==> src/rtl/tpu_pkg.sv <==
// rtl/tpu_pkg.sv - shared types and helpers for the input feed controller
package tpu_pkg;

    typedef enum logic [1:0] {
        LOAD = 2'd0,
        FULL = 2'd1,
        FEED = 2'd2,
        DONE = 2'd3
    } feedState_t;

    // Address width for an n-entry buffer, never narrower than one bit.
    function automatic int addrWidth(input int n);
        return (n < 2) ? 1 : $clog2(n);
    endfunction

endpackage

==> src/rtl/skew_step_decoder.sv <==
// rtl/skew_step_decoder.sv - maps a feed step to per-row valid flags and diagonally skewed read addresses
module skew_step_decoder
    import tpu_pkg::*;
#(
    parameter int matrixSize = 4,
    localparam int AW = addrWidth(matrixSize),
    localparam int SW = AW + 1
) (
    input  logic [SW-1:0]            stepIdx_i,
    output logic [matrixSize-1:0]    feedValid_o,
    output logic [matrixSize*AW-1:0] readLocation_o
);

    for (genvar r = 0; r < matrixSize; r++) begin : g_row
        logic [SW-1:0] lag;
        logic          active;

        // Row r consumes column (t - r) while that index lies inside the tile.
        assign lag    = stepIdx_i - SW'(r);
        assign active = (stepIdx_i >= SW'(r)) && (lag < SW'(matrixSize));

        assign feedValid_o[r]             = active;
        assign readLocation_o[r*AW +: AW] = active ? lag[AW-1:0] : '0;
    end

endmodule

==> src/rtl/input_feed_controller.sv <==
// rtl/input_feed_controller.sv - loads a row-major tile into per-row buffers, then feeds them with diagonal skew
module input_feed_controller
    import tpu_pkg::*;
#(
    parameter int matrixSize = 4,
    parameter int dataSize   = 16,
    localparam int AW = addrWidth(matrixSize)
) (
    input  logic                     clk,
    input  logic                     resetN,
    input  logic                     inValid,
    output logic                     inReady,
    input  logic [dataSize-1:0]      inData,
    input  logic                     startFeed,
    input  logic                     abort,
    input  logic                     stall,
    output logic [matrixSize-1:0]    writeEnable,
    output logic [dataSize-1:0]      writeElement,
    output logic [AW-1:0]            writeLocation,
    output logic [matrixSize*AW-1:0] readLocation,
    output logic [matrixSize-1:0]    feedValid,
    output logic                     busy,
    output logic                     feedDone
);

    localparam int            SW        = AW + 1;
    localparam logic [AW-1:0] LAST_IDX  = AW'(matrixSize - 1);
    localparam logic [SW-1:0] STEP_LAST = SW'(2 * matrixSize - 2);

    feedState_t               state_q;
    logic [AW-1:0]            row_q;
    logic [AW-1:0]            col_q;
    logic [SW-1:0]            step_q;
    logic [matrixSize-1:0]    writeEnable_q;
    logic [dataSize-1:0]      writeElement_q;
    logic [AW-1:0]            writeLocation_q;
    logic [matrixSize*AW-1:0] readLocation_q;
    logic [matrixSize-1:0]    feedValid_q;
    logic                     feedDone_q;

    logic [SW-1:0]            stepNext_d;
    logic [matrixSize-1:0]    decValid;
    logic [matrixSize*AW-1:0] decAddr;
    logic [matrixSize-1:0]    rowOneHot;

    // The decoder always looks one step ahead so its result lands in the output registers on time.
    assign stepNext_d = (state_q == FULL) ? '0 : step_q + SW'(1);
    assign rowOneHot  = {{(matrixSize-1){1'b0}}, 1'b1} << row_q;

    skew_step_decoder #(
        .matrixSize(matrixSize)
    ) u_decoder (
        .stepIdx_i      (stepNext_d),
        .feedValid_o    (decValid),
        .readLocation_o (decAddr)
    );

    always_ff @(posedge clk or negedge resetN) begin
        if (!resetN) begin
            state_q         <= LOAD;
            row_q           <= '0;
            col_q           <= '0;
            step_q          <= '0;
            writeEnable_q   <= '0;
            writeElement_q  <= '0;
            writeLocation_q <= '0;
            readLocation_q  <= '0;
            feedValid_q     <= '0;
            feedDone_q      <= 1'b0;
        end else if (abort) begin
            state_q        <= LOAD;
            row_q          <= '0;
            col_q          <= '0;
            step_q         <= '0;
            writeEnable_q  <= '0;
            readLocation_q <= '0;
            feedValid_q    <= '0;
            feedDone_q     <= 1'b0;
        end else begin
            writeEnable_q <= '0;
            feedDone_q    <= 1'b0;
            case (state_q)
                LOAD: begin
                    if (inValid) begin
                        writeEnable_q   <= rowOneHot;
                        writeElement_q  <= inData;
                        writeLocation_q <= col_q;
                        if (col_q == LAST_IDX) begin
                            col_q <= '0;
                            if (row_q == LAST_IDX) begin
                                row_q   <= '0;
                                state_q <= FULL;
                            end else begin
                                row_q <= row_q + AW'(1);
                            end
                        end else begin
                            col_q <= col_q + AW'(1);
                        end
                    end
                end
                FULL: begin
                    if (startFeed) begin
                        state_q        <= FEED;
                        step_q         <= '0;
                        feedValid_q    <= decValid;
                        readLocation_q <= decAddr;
                    end
                end
                FEED: begin
                    if (!stall) begin
                        if (step_q == STEP_LAST) begin
                            state_q        <= DONE;
                            feedValid_q    <= '0;
                            readLocation_q <= '0;
                            feedDone_q     <= 1'b1;
                        end else begin
                            step_q         <= stepNext_d;
                            feedValid_q    <= decValid;
                            readLocation_q <= decAddr;
                        end
                    end
                end
                DONE: begin
                    state_q <= LOAD;
                    step_q  <= '0;
                end
                default: state_q <= LOAD;
            endcase
        end
    end

    assign inReady       = (state_q == LOAD);
    assign busy          = (state_q != LOAD);
    assign writeEnable   = writeEnable_q;
    assign writeElement  = writeElement_q;
    assign writeLocation = writeLocation_q;
    assign readLocation  = readLocation_q;
    assign feedValid     = feedValid_q;
    assign feedDone      = feedDone_q;

endmodule

==> config.mk <==
export PLATFORM = sky130hd
export DESIGN_NAME = input_feed_controller
export DESIGN_NICKNAME = d
export VERILOG_FILES = /design/src/rtl/tpu_pkg.sv /design/src/rtl/skew_step_decoder.sv /design/src/rtl/input_feed_controller.sv
export SDC_FILE = /design/constraint.sdc
export NUM_CORES = 1
export LEC_CHECK = 0
export ABC_CLOCK_PERIOD_IN_PS = 2500
export BUFFER_PORTS_ARGS = -buffer_cell sky130_fd_sc_hd__buf_2
export CORE_UTILIZATION = 52
export DETAILED_ROUTE_END_ITERATION = 6
export GPL_TIMING_DRIVEN = 0
export PLACE_DENSITY = 0.81
export SKIP_LAST_GASP = 1
export SLEW_MARGIN = 20
export SYNTH_ARGS = -nofsm -noshare
export SYNTH_HDL_FRONTEND = slang
export SYNTH_SLANG_ARGS = --single-unit
export TNS_END_PERCENT = 5
==> constraint.sdc <==
create_clock -name clk -period 2.5 [get_ports clk]
set_input_delay 0.5 -clock clk [delete_from_list [all_inputs] [get_ports clk]]
set_output_delay 0.5 -clock clk [all_outputs]
set_load 0.01 [all_outputs]
==> impl_metrics.toml <==
[setup_path]
critical_path.max_stage_delay_ns = 0.57
crit_path_cell_trace = "inv_1 > ha_1 > nor2_4 > inv_1 > ha_1 > o21ai_0 > a211oi_1 > or4b_4 > o31ai_4"
timing.critical_path.from_type = "flop"
cp_data_arrival_time_ns = 2.66
worst_ep_required_time_ns = 2.71
critical_path.slowest_cell = "sky130_fd_sc_hd__or4b_4"
path_max_fanout = 5
path_buf_inv = 2
crit_path_end_kind = "flop"
worst-setup-path-type = "reg2reg"
worst_path_dominant_cell_family = "simple AND/OR/NAND/NOR gates"

[layout]
num-nets-final = 323
area_growth_syn_to_layout_pct = 23.1
insertedDiodeCount = 0
layout-drive-gt1-share_pct = 28.5
final-instance-count-excl-fill = 332

[logic_synthesis]
synthCells = 218
synth_area_sq_mm = 0.00214
postSynthNetCount = 258
ys_seq_elements = 44
yosysWarningCount = 0
async_flop_share_pct = 100
synth_sequential_area_ratio_pct = 51.5
synthFlopType = "sky130_fd_sc_hd__dfrtp_1"
largest_area_contributor_in_the_netlist = "sky130_fd_sc_hd__dfrtp_1"
synthDominantCellAreaShare_pct = 51.5
synth.avg_cell_area_sq_um = 9.81
netlist_top_cells_count = "68 x sky130_fd_sc_hd__nand2_1, 44 x sky130_fd_sc_hd__dfrtp_1, 18 x sky130_fd_sc_hd__ha_1"
synthTopCellsByArea = "sky130_fd_sc_hd__dfrtp_1 51%, sky130_fd_sc_hd__nand2_1 12%, sky130_fd_sc_hd__ha_1 11%"
synth-edff-count = 0
synthMostInstantiatedCell = "sky130_fd_sc_hd__nand2_1"
count_of_unique_library_cells_instantiated_by_yosys = 33

[route]
finalWirelength_mm = 4.45
violation_count_after_the_first_detailed_routing_iteration = 136
drtAntennaViolNets = 0
drt_pre_antenna_iters = 4
wl_per_cell_um = 13.4
avgViaCountPerCell = 5.20
vias = 1726
drc = 0

[power_and_ir_drop]
p_total_uw = 2700
power.density_mw_per_mm2 = 1020
ir_drop_v = 0.000519
leakage_uw = 0.00145

[die]
top_level_ports = 59
initial_core_util_pct = 56.3
dieArea_sq_mm = 0.00437
core_area_sq_mm = 0.00380
die_w_um = 66.1
chipHeight_um = 66.1
std_cell_rows = 22

[clock_network]
cts_tree = "built"
clk_tree_root_cell = "sky130_fd_sc_hd__clkbuf_8"
cts.htree.levels = 2
cts.sinks = 44
cts_buffers = 5
clk_path_buf_depth = 2
clk_transition_reported_paths_ns = 0.09
clk_latency_ns = 0.31

[timing]
timing.final.ws_setup_ns = 0.0545
clock-skew-final_ns = 0.0109
timing.final.max_slew_violations = 0
final.min_clock_period_ns = 2.45
timing.slew.headroom_pct = 38.4
final_min_period_over_clock_period_pct = 97.8
worst_slew_pin_slew_ns = 0.925
achievable-frequency_mhz = 409
report.final.hold_viol_count = 0
setup_viol = 0

[run_status]
run_status = "complete, no violations"

[global_routing]
maximum_number_of_pins_on_one_net_before_global_route_repair = 45
grt_overflow = 0
number_of_antenna_violations_at_the_first_check_in_global_routing = 0
first_global_vias = 1618
grt.total_usage_pct = 21.9
grt_pass1_wl_mm = 7.11

[placed_design]
half_perimeter_wire_length_of_the_detailed_placement_result_mm = 3.20
detailedPlace.worstSlack_ns = -0.0857
placed_cells = 323
io_buffers = 57
place.gp.congestion = 0.801

[flow_run]
reported_max_cap_violation_count = 0

[min_path]
hold_path_class = "in2async"
logic make-up (layout without fill, tap and decap cells):
kind of cell | count (synthesis) | count (layout) | synth area share, %
multiplexers | 3 | 3 | 1.46
AND/OR/NAND/NOR | 104 | 104 | 21.6
XOR/XNOR | 1 | 1 | 0.761
adder cells (fa/ha/maj) | 18 | 18 | 10.5
buffers and inverters | 16 | 82 | 2.93
AO/OA/AOI/OAI | 32 | 32 | 11.2
flip-flops | 44 | 44 | 51.5
sequential cells by signal, indices dropped and copies added (netlist names):
register       cells
col_q              2
feedDone           1
feedValid          4
readLocation       8
row_q              2
state_q            2
step_q             3
writeElement      16
writeEnable        4
writeLocation      2
where the power goes:
part           switching [uW]  total (uW)  internal [uW]
Sequential                118        1040            921
Combinational             645        1110            460
Clock                     253         554            301
layout make-up:
cell class / count / area (sq um)
inverters: 10 / 37.5
clock inverters: 3 / 46.3
flip-flops and latches: 44 / 1100
well taps: 48 / 60.1
clock buffers: 5 / 68.8
plain buffers: 6 / 28.8
repair buffers: 58 / 293
multi-input cells: 158 / 997
fillers: 308 / 1170
per-stage QoR:
step           setup TNS, ns  util [%]  cell area [sq um]  hold slack (ns)
2_1_floorplan              0         -               2140            0.204
3_3_place_gp         -0.0254      65.4               2480            0.453
3_5_place_dp          -0.149      65.4               2480            0.457
4_1_cts                    0      68.6               2610            0.371
5_1_grt              -0.0417      69.3               2630            0.380
6_report                   0      69.3               2630            0.329
worst paths after layout:
path	startpoint	depth (start not counted)	slack, ns	endpoint
max in group asynchronous	resetN	1	1.59	state_q[1]
max	step_q[0]	9	0.05	readLocation[3]
min reg2reg	writeElement[10]	2	0.48	writeElement[10]
min	resetN	1	0.33	step_q[1]
min in group clk	inData[9]	3	0.37	writeElement[9]
max reg2reg	step_q[0]	9	0.05	readLocation[3]
what timing repair did:
action,CTS,global route
buffers inserted,0,1
hold buffers,0,0
setup endpoints to repair,3,3
pin swaps,0,0
resized for setup,4,5
layout by cell type, fill, tap and decap left out, types with 2 or more instances in the layout:
master / synthesis / routed
sky130_fd_sc_hd__a31oi_1: 3 / 3
sky130_fd_sc_hd__nand2_1: 68 / 68
sky130_fd_sc_hd__dfrtp_1: 44 / 44
sky130_fd_sc_hd__nand3_1: 3 / 3
sky130_fd_sc_hd__mux2i_1: 2 / 2
sky130_fd_sc_hd__nor2_4: 0 / 3
sky130_fd_sc_hd__nor2b_1: 3 / 3
sky130_fd_sc_hd__a21oi_1: 5 / 5
sky130_fd_sc_hd__buf_2: 2 / 59
sky130_fd_sc_hd__a21o_1: 2 / 2
sky130_fd_sc_hd__nand2b_1: 2 / 2
sky130_fd_sc_hd__o21ai_1: 2 / 2
sky130_fd_sc_hd__clkbuf_1: 4 / 3
sky130_fd_sc_hd__nor3b_1: 2 / 2
sky130_fd_sc_hd__a22o_1: 9 / 9
sky130_fd_sc_hd__and2_1: 2 / 2
sky130_fd_sc_hd__and3_1: 5 / 5
sky130_fd_sc_hd__ha_1: 18 / 18
sky130_fd_sc_hd__or2_2: 2 / 2
sky130_fd_sc_hd__a31o_2: 2 / 2
sky130_fd_sc_hd__nor2_1: 9 / 6
sky130_fd_sc_hd__inv_1: 10 / 10
sky130_fd_sc_hd__o21ai_0: 4 / 4
sky130_fd_sc_hd__nor3_1: 4 / 4
sky130_fd_sc_hd__clkbuf_8: 0 / 5
sky130_fd_sc_hd__or3_1: 2 / 2
metal layers:
metal / up-vias / wire (um) / global-route usage (%)
li1: 858 / - / -
met1: 811 / 1920 / 27.4
met2: 50 / 2240 / 36.6
met3: 7 / 213 / 6.21
met4: 0 / 70 / 6.65
met5: - / 0 / 0
Note: power is estimated with default switching activity, not from simulation.
